## src/rtl/fpu_arbiter.sv

```systemverilog
// fpu_arbiter: round-robin issue controller that shares one fpu datapath
// between two requesters. One operation is latched at a time, its operands
// and opcode are held on the fpu inputs until fin, and the result is returned
// with the requester's tag. A watchdog aborts an operation that never finishes.
module fpu_arbiter #(
    parameter int TIMEOUT = 16,
    parameter int TAGW    = 5
) (
    input  logic                 clk,
    input  logic                 rst,
    input  logic [1:0]           req_valid,
    output logic [1:0]           req_ready,
    input  logic [1:0][3:0]      req_op,
    input  logic [1:0][31:0]     req_src0,
    input  logic [1:0][31:0]     req_src1,
    input  logic [1:0][TAGW-1:0] req_tag,
    output logic [1:0]           rsp_valid,
    output logic [31:0]          rsp_data,
    output logic [TAGW-1:0]      rsp_tag,
    output logic [31:0]          fpu_src0,
    output logic [31:0]          fpu_src1,
    output logic [3:0]           fpu_op,
    input  logic [31:0]          fpu_result,
    input  logic                 fpu_fin,
    output logic                 busy,
    output logic                 timeout_err
);

    localparam logic [3:0] OP_NOP   = 4'b1111;
    // Opcodes at or above this value are not real fpu operations and
    // complete immediately with a zero result.
    localparam logic [3:0] OP_ZERO  = 4'b1101;
    localparam int         WDW      = (TIMEOUT > 2) ? $clog2(TIMEOUT) : 1;
    localparam logic [WDW-1:0] WD_LAST = WDW'(TIMEOUT - 1);

    typedef enum logic [1:0] {
        S_IDLE = 2'd0,
        S_EXEC = 2'd1,
        S_RESP = 2'd2
    } state_e;

    state_e            state_q;
    logic              lp_q;          // index of the last granted requester
    logic              owner_q;       // requester owning the latched operation
    logic [TAGW-1:0]   tag_q;
    logic [WDW-1:0]    wd_q;
    logic [3:0]        fpu_op_q;
    logic [31:0]       fpu_src0_q;
    logic [31:0]       fpu_src1_q;
    logic [1:0]        rsp_valid_q;
    logic [31:0]       rsp_data_q;
    logic [TAGW-1:0]   rsp_tag_q;
    logic              busy_q;
    logic              timeout_err_q;

    logic [1:0]        grant_s;
    logic [1:0]        ready_s;
    logic              accept_s;
    logic              sel_s;
    logic              zero_op_s;

    // Round-robin grant: on contention the requester not granted last wins.
    always_comb begin
        grant_s = 2'b00;
        case (req_valid)
            2'b11:   grant_s = lp_q ? 2'b01 : 2'b10;
            2'b01:   grant_s = 2'b01;
            2'b10:   grant_s = 2'b10;
            default: grant_s = 2'b00;
        endcase
    end

    // Ready only in the accepting states and never while reset is applied.
    always_comb begin
        ready_s = 2'b00;
        if (!rst && (state_q == S_IDLE || state_q == S_RESP)) begin
            ready_s = grant_s;
        end else begin
            ready_s = 2'b00;
        end
    end

    assign accept_s  = |(req_valid & ready_s);
    assign sel_s     = grant_s[1];
    assign zero_op_s = (fpu_op_q >= OP_ZERO);

    // Main controller: state, holding registers, watchdog and all outputs.
    always_ff @(posedge clk) begin
        if (rst) begin
            state_q       <= S_IDLE;
            lp_q          <= 1'b1;
            owner_q       <= 1'b0;
            tag_q         <= '0;
            wd_q          <= '0;
            fpu_op_q      <= OP_NOP;
            fpu_src0_q    <= 32'h0000_0000;
            fpu_src1_q    <= 32'h0000_0000;
            rsp_valid_q   <= 2'b00;
            rsp_data_q    <= 32'h0000_0000;
            rsp_tag_q     <= '0;
            busy_q        <= 1'b0;
            timeout_err_q <= 1'b0;
        end else begin
            rsp_valid_q <= 2'b00;
            rsp_tag_q   <= '0;
            case (state_q)
                S_IDLE, S_RESP: begin
                    if (accept_s) begin
                        state_q    <= S_EXEC;
                        lp_q       <= sel_s;
                        owner_q    <= sel_s;
                        tag_q      <= req_tag[sel_s];
                        fpu_op_q   <= req_op[sel_s];
                        fpu_src0_q <= req_src0[sel_s];
                        fpu_src1_q <= req_src1[sel_s];
                        wd_q       <= '0;
                        busy_q     <= 1'b1;
                    end else begin
                        state_q  <= S_IDLE;
                        fpu_op_q <= OP_NOP;
                        busy_q   <= 1'b0;
                    end
                end
                S_EXEC: begin
                    if (zero_op_s || fpu_fin || (wd_q == WD_LAST)) begin
                        state_q     <= S_RESP;
                        fpu_op_q    <= OP_NOP;
                        busy_q      <= 1'b0;
                        rsp_valid_q <= owner_q ? 2'b10 : 2'b01;
                        rsp_tag_q   <= tag_q;
                        if (zero_op_s) begin
                            rsp_data_q <= 32'h0000_0000;
                        end else if (fpu_fin) begin
                            rsp_data_q <= fpu_result;
                        end else begin
                            rsp_data_q    <= 32'h0000_0000;
                            timeout_err_q <= 1'b1;
                        end
                    end else begin
                        wd_q <= wd_q + {{(WDW-1){1'b0}}, 1'b1};
                    end
                end
                default: begin
                    state_q  <= S_IDLE;
                    fpu_op_q <= OP_NOP;
                    busy_q   <= 1'b0;
                end
            endcase
        end
    end

    assign req_ready   = ready_s;
    assign rsp_valid   = rsp_valid_q;
    assign rsp_data    = rsp_data_q;
    assign rsp_tag     = rsp_tag_q;
    assign fpu_op      = fpu_op_q;
    assign fpu_src0    = fpu_src0_q;
    assign fpu_src1    = fpu_src1_q;
    assign busy        = busy_q;
    assign timeout_err = timeout_err_q;

endmodule

```

## config.mk

```make
export PLATFORM = sky130hd
export DESIGN_NAME = fpu_arbiter
export DESIGN_NICKNAME = d
export VERILOG_FILES = /design/src/rtl/fpu_arbiter.sv
export SDC_FILE = /design/constraint.sdc
export NUM_CORES = 1
export LEC_CHECK = 0
export CELL_PAD_IN_SITES_DETAIL_PLACEMENT = 0
export CELL_PAD_IN_SITES_GLOBAL_PLACEMENT = 1
export CORE_ASPECT_RATIO = 0.5
export CORE_MARGIN = 1.5
export CORE_UTILIZATION = 23
export CTS_CLUSTER_SIZE = 20
export DETAILED_ROUTE_END_ITERATION = 8
export HOLD_SLACK_MARGIN = 0.12
export PLACE_DENSITY_LB_ADDON = 0.1
export SYNTH_ARGS = -nofsm -noshare
export SYNTH_HDL_FRONTEND = slang
export SYNTH_SLANG_ARGS = --single-unit
```

## constraint.sdc

```tcl
create_clock -name clk -period 2.27 [get_ports clk]
set_clock_uncertainty 0.15 [all_clocks]
set_input_delay 0.681 -clock clk [delete_from_list [all_inputs] [get_ports clk]]
set_output_delay 0.681 -clock clk [all_outputs]
set_load 0.05 [all_outputs]
```

==> results of run 1 <==
## routing by layer
| layer | GRT usage, % | wire (um) | share of wire [%] | vias up |
|---|---|---|---|---|
| met5 | 0 | 0 | 0 | - |
| li1 | - | - | - | 2267 |
| met4 | 4.99 | 82 | 0.54 | 0 |
| met1 | 17.8 | 6940 | 45 | 2065 |
| met2 | 23.2 | 7170 | 47 | 133 |
| met3 | 5.15 | 1070 | 7.0 | 9 |
## repair_timing
item / CTS / global route
endpoints found under the setup margin: 2 / 2
pin swaps: 3 / 2
setup buffers: 0 / 2
gates resized for setup: 5 / 5
## where the power goes
group / internal [mW] / leakage [nW] / switching, mW
registers: 2.30 / 1.00 / 0.0878
clock network: 1.88 / 0.293 / 1.01
logic: 0.651 / 2.29 / 0.857
total: 4.84 / 3.59 / 1.95
## cell type report
type,instances,share of cell area (%)
multi-input cells,301,24.1
inverters,3,0.135
repair buffers,318,35.1
clock buffers,19,5.41
flip-flops and latches,122,29.2
clock inverters,12,2.06
well taps,266,3.98
## final timing paths
path | startpoint | end | slack (ns) | cells after the start
hold / removal | owner_q$_SDFFE_PP0P_ | rsp_valid[0]$_SDFF_PP0_ | 0.30 | 1
hold reg to reg | owner_q$_SDFFE_PP0P_ | rsp_valid[0]$_SDFF_PP0_ | 0.30 | 1
setup / recovery | rst | req_ready[1] | -0.04 | 4
setup reg to reg | wd_q[0]$_SDFFE_PP0P_ | wd_q[3]$_SDFFE_PP0P_ | 0.21 | 5
## cell usage after synthesis (all sizes together), types with 5 or more instances
| cell type | count | area, um^2 |
|---|---|---|
| buf | 7 | 35.0 |
| nand2 | 78 | 293 |
| mux2i | 31 | 310 |
| a21oi | 9 | 45.0 |
| nand3b | 31 | 233 |
| dfxtp | 122 | 2440 |
| o21ai | 36 | 180 |
| nor3 | 5 | 25.0 |
| a22oi | 38 | 285 |
| clkbuf | 29 | 109 |
| a22o | 32 | 280 |
## flip-flops by register name, indices dropped and copies added (netlist names)
| signal | flops |
|---|---|
| rsp_data | 32 |
| wd_q | 4 |
| state_q | 2 |
| fpu_src1 | 32 |
| fpu_op | 4 |
| fpu_src0 | 32 |
| owner_q | 1 |
| busy | 1 |
| timeout_err | 1 |
| tag_q | 5 |
| rsp_tag | 5 |
| rsp_valid | 2 |
| lp_q | 1 |
## cell families after synthesis
group	count (synthesis)
simple gates	142
compound gates	127
buf+inv	39
flops	122
fa+ha+maj	1
mux	31
==> results.txt, run 1 <==
In the post-route analysis, the smallest setup slack over all paths is -0.0375 ns. The synthesized netlist devotes 19.8% of its cell area to compound gates. The max-slew violation count is 0. The post-route non-filler standard cell count came out at 1041. The I/O pin count came out at 294.

The post-route clock period utilization is 102%. The via count came out at 4474. The routed wirelength normalized by instance count came out at 14.7 um.

The worst min-delay path category is reg -> reg. The register area came out at 0.00244 mm^2. The number of distinct library cells after synthesis came out at 37.

The synthesis-stage register bit count came out at 122. The pin slew with the least headroom to its limit came out at 0.459 ns. Across the VDD grid, the largest voltage drop is 489 uV. The number of clock buffers inserted by TritonCTS is 17. The number of port buffers came out at 293.

The clock reaches the later pin of the worst-skew pair after 0.41 ns. For this run, the leading register cell type out of synthesis is dfxtp_1. The sequential element share of the synthesized area is 53.6%. The worst path in the final design needs a cycle of 2.31 ns, including I/O delays and setup. Data on the critical path arrives at its endpoint at 1.48 ns. The post-route antenna net violation count is 0. The share of synthesized cell area in and, or, nand and nor gates came out at 16.1%. For this run, the number of Yosys warnings is 0. The finished cells cover 0.00837 mm^2.

OpenSTA, run right after detailed placement, puts the worst setup slack at -0.309 ns. The share of synthesized area spent on multiplexers is 6.81%. The core footprint is 0.0194 mm^2. The initial antenna violation count came to 0. The power per cell area came out at 811 mW/mm^2.

After synthesis the cells add up to 0.00455 mm^2. Global routing used 14.3% of the available tracks across all layers. The wire length of the first global-routing pass came out at 23200 um. The cell total after placement is 1008. The cell type group with the largest total delay on the critical path is buffers and inverters. The via-per-instance ratio is 4.30. In the layout the commonest cells are clkdlybuf4s50_1 (179), buf_4 (128), dfxtp_1 (120). The fraction of final layout cells with drive strength greater than 1 is 23.7%.

The slowest stage cell on the critical path is or2_4. The worst setup path is captured at an output pin. The setup total negative slack is -0.0631 ns.

Buffers inserted to repair hold after CTS numbered 0. Traced cell by cell, the critical path runs through buf_6, or2_4, a211oi_4, buf_12. The clock drives 122 sinks. The root buffer cell chosen for the clock tree is clkbuf_16. For this run the aggregate overflow at the end of global routing stands at 0. The clock transition at the registers of the reported paths is 0.05 ns. The count of final hold-check violations is 0. The largest driver fanout on the critical path came out at 2. The synthesized-area fraction occupied by adder cells is 0.275%.

The count of antenna diodes in the layout came out at 0. The routed wire length is 15300 um. The starting utilization of the core area came out at 23.5%. Row generation in the floorplan step produced 36 rows. The most common library cell in the layout ignoring fill and taps is clkdlybuf4s50_1. Setup violations remaining at the end of the flow were counted as 2. Timing would allow up to 433 MHz. Setup repair after global routing could not meet its margin everywhere. The worst setup path is launched from an input pin.

The worst path buffer plus inverter count is 2. The width of the chip came out at 202 um. The headroom to the max-slew limit is 69.4%. At the end of routability-driven placement, the weighted congestion stood at 0.758. The number of nets in the synthesized netlist is 646. The required time of the worst setup path came out at 1.44 ns. The total number of nets in the final design came out at 947. The via count of the first global-routing pass is 4422. The pre-antenna-repair detailed-routing pass consisted of 4 iterations.

The clock passes through at most 2 buffers. Power comes to 6.79 mW. The run finished, with violations left. The final reports fail on negative setup slack. The fill cell total of the finished layout came out at 1894. The overall die height came out at 103 um. In the routed design, unresolved DRC markers number 0. The end-of-flow core utilization is 43.1%. The critical path is of the in -> out type. The H-tree generated during clock tree synthesis spans 4 levels. The maximum cell stage delay along the critical path is 0.27 ns. The post-synthesis share of cell area spent on xor and xnor gates came out at 0%.

The share of flip-flops with an asynchronous set or reset came out at 0%. The count of flip-flops with a built-in enable after synthesis came out at 0. TritonCTS built the clock tree.

Each instance of the synthesized netlist takes up on average 9.86 um^2. The worst hold margin is 0.302 ns. The largest net degree at the start of global routing came out at 45. The main combinational cell family by area after synthesis is compound AO/OA/AOI/OAI gates. The DRC marker count from the first detailed-route iteration is 144. Max-cap violations in this run came to 0. The die outline area came out at 0.0207 mm^2. The number of instances in the synthesized netlist came out at 462. The placed instances occupy a cell area of 0.00773 mm^2. The post-synthesis to final-layout area growth is 83.8%. The leakage dissipation came out at 3.59 nW.

In the final layout, the multi-input gates occupy 0.00202 mm^2. After legalization and detailed placement, the total HPWL measured 10800 um.
(Power assumes the default switching activity.)
==> run 2, diff against run 1 <==
--- a/config.mk
+++ b/config.mk
@@ -8,7 +8,6 @@
 export CELL_PAD_IN_SITES_DETAIL_PLACEMENT = 0
 export CELL_PAD_IN_SITES_GLOBAL_PLACEMENT = 1
 export CORE_ASPECT_RATIO = 0.5
-export CORE_MARGIN = 1.5
 export CORE_UTILIZATION = 23
 export CTS_CLUSTER_SIZE = 20
 export DETAILED_ROUTE_END_ITERATION = 8
==> results.txt, run 2 (synthesized netlist as in run 1, its figures left out) <==
The post-route antenna net violation count was 0 (unchanged). The all-layer global routing usage is 15.1% (was 14.3%). The placement row count is 35 (was 36). The worst min-delay path category is reg -> reg (unchanged).

The count of antenna diodes in the layout came out at 0 (unchanged). The width of the chip came out at 201 um (was 202 um). The internal power component was 4.53 mW (was 4.84 mW). The post-route clock period utilization is 101% (was 102%). The minimum clock period after layout came to 2.29 ns (was 2.31 ns). The slowest stage cell on the critical path is or2_4 (unchanged). The setup violation total in the final timing report is 2 (unchanged). The DRC marker count from the first detailed-route iteration is 213 (was 144). The total number of nets in the final design is 948 (was 947). The master cell of the clock root buffer is clkbuf_16 (unchanged). RSZ-0062 raised after global routing: true (unchanged). The combinational cell fraction of total power came out at 23.6% (was 22.2%). The kind of start point of the critical path is an input pin (unchanged). The worst vdd rail ir drop is 395 uV (was 489 uV). The routed wire length came to 15400 um (was 15300 um). The via-per-instance ratio came out at 4.33 (was 4.30). The die outline area is 0.0204 mm^2 (was 0.0207 mm^2).

The count of max-cap constraint violations came out at 0 (unchanged). The core footprint is 0.0189 mm^2 (was 0.0194 mm^2). The HPWL after detailed placement is 11200 um (was 10800 um). The max-slew violation count is 0 (unchanged). Most frequent cells in the layout: clkdlybuf4s50_1 (179), buf_4 (129), dfxtp_1 (120) (was clkdlybuf4s50_1 (179), buf_4 (128), dfxtp_1 (120)). The I/O pin count was 294 (unchanged). The CTS tree was yes (unchanged). The overall die height came to 102 um (was 103 um). The post-route worst setup slack is -0.0162 ns (was -0.0375 ns). The clock latency on the worst-skew pair is 0.40 ns (was 0.41 ns). The count of final hold-check violations came out at 0 (unchanged). The deepest level of the CTS H-tree is 4 (unchanged). The required time of the worst setup path came to 1.44 ns (about the same).

The maximum clock path buffer count came to 2 (unchanged). The largest driver fanout on the critical path came out at 2 (unchanged). The number of clock buffers inserted by TritonCTS came to 17 (unchanged). The wire length of the first global-routing pass came out at 24100 um (was 23200 um).

Result of the run: finished, violations left (unchanged). The largest net degree at the start of global routing came out at 53 (was 45). The post-placement setup slack came to -0.317 ns (was -0.309 ns). The detailed-router iteration count before antenna repair is 4 (unchanged). The clock transition at the registers of the reported paths came out at 0.05 ns (about the same). The clock network fraction of design power is 39.1% (was 42.6%).

The fraction of power spent switching nets was 29.4% (was 28.7%). The via count of the first global-routing pass was 4508 (was 4422). The post-synthesis to final-layout area growth is 82.0% (was 83.8%).

The routed wirelength normalized by instance count is 14.9 um (was 14.7 um). The post-route DRC violation count came out at 0 (unchanged). The power per cell area came out at 775 mW/mm^2 (was 811 mW/mm^2). The total of hold buffers inserted after clock tree synthesis is 0 (unchanged). The leakage dissipation came out at 3.57 nW (was 3.59 nW). The via count is 4480 (was 4474). The kind of end point of the critical path was an output pin (unchanged). The total congestion overflow after global routing is 0 (unchanged).

The multi-input combinational cell area is 0.00202 mm^2 (unchanged). The cell type group with the largest total delay on the critical path was buffers and inverters (unchanged). The last weighted congestion value of the routability-driven placer is 0.776 (was 0.758). The switching component of the power was 1.89 mW (was 1.95 mW). The starting utilization of the core area came out at 24.1% (was 23.5%).

The worst path arrival time came out at 1.46 ns (was 1.48 ns). The flop-to-flop setup slack came out at 0.23 ns (was 0.21 ns). Failing checks: negative setup slack (unchanged). The register area was 0.00244 mm^2 (unchanged). Worst path cell trace: buf_6, or2_4, a211oi_4, buf_12 (unchanged). The maximum cell stage delay along the critical path came out at 0.26 ns (was 0.27 ns). The fill cell total of the finished layout is 1832 (was 1894). The fraction of final layout cells with drive strength greater than 1 came out at 23.5% (was 23.7%). The kind of critical path is in -> out (unchanged). The worst path buffer plus inverter count came out at 2 (unchanged).

The maximum clock frequency is 437 MHz (was 433 MHz). The initial antenna violation count came out at 0 (unchanged). The count of clock tree sinks is 122 (unchanged). The power after layout came out at 6.42 mW (was 6.79 mW). The number of port buffers came out at 293 (unchanged).

The headroom to the max-slew limit is 65.9% (was 69.4%). The most common library cell in the layout ignoring fill and taps is clkdlybuf4s50_1 (unchanged). The pin slew with the least headroom to its limit was 0.511 ns (was 0.459 ns). The part of the total power dissipated in sequential elements came out at 37.3% (was 35.2%).
[run 2: routing by layer]
metal	share of wire [%]	vias to the layer above	GRT usage [%]
li1	-	2267	-
met1	46	2058	18.7
met2	45	142	24.2
met3	7.2	13	5.63
met4	1.3	0	5.40
met5	0	-	0
[run 2: what timing repair did]
item | CTS | global route
setup endpoints to repair | 2 | 2
pin swaps | 3 | 3
resized for setup | 5 | 5
hold endpoints to repair | 0 | 0
buffers inserted | 1 | 1
[run 2: layout make-up]
type | count | share of cell area (%)
well taps | 259 | 3.91
repair buffers | 319 | 35.5
clock inverters | 8 | 0.845
clock buffers | 23 | 5.77
multi-input cells | 301 | 24.4
inverters | 3 | 0.136
flip-flops and latches | 122 | 29.5
[run 2: path summary, 6_finish.rpt]
| kind | from | end | depth (start not counted) |
|---|---|---|---|
| setup / recovery | rst | req_ready[0] | 4 |
| hold / removal | owner_q$_SDFFE_PP0P_ | rsp_valid[0]$_SDFF_PP0_ | 1 |
| setup reg to reg | wd_q[0]$_SDFFE_PP0P_ | wd_q[0]$_SDFFE_PP0P_ | 7 |
| hold reg to reg | owner_q$_SDFFE_PP0P_ | rsp_valid[0]$_SDFF_PP0_ | 1 |
[run 2: stage by stage]
| step | setup TNS [ns] | cell area, um^2 | hold WS, ns | util, % | instances |
|---|---|---|---|---|---|
| after floorplan | -0.0183 | 4580 | 0.265 | - | 462 |
| after global placement | -17.93 | 7730 | 0.287 | 40.9 | 1002 |
| after detailed placement | -18.64 | 7730 | 0.291 | 40.9 | 1002 |
| after CTS | -0.177 | 8290 | 0.301 | 43.9 | 1034 |
| after global routing | -0.0865 | 8290 | 0.338 | 43.9 | 1035 |
| final | -0.0302 | 8290 | 0.298 | 43.9 | 1035 |
[run 2: power by group through the flow]
stage | logic (mW) | registers [mW] | clock network [mW]
floorplan | 0.324 | 2.92 | 0
global placement | 1.53 | 2.43 | 0
detailed placement | 1.53 | 2.43 | 0
CTS | 1.53 | 2.39 | 2.61
global route | 1.60 | 2.41 | 2.73
finish | 1.52 | 2.39 | 2.51
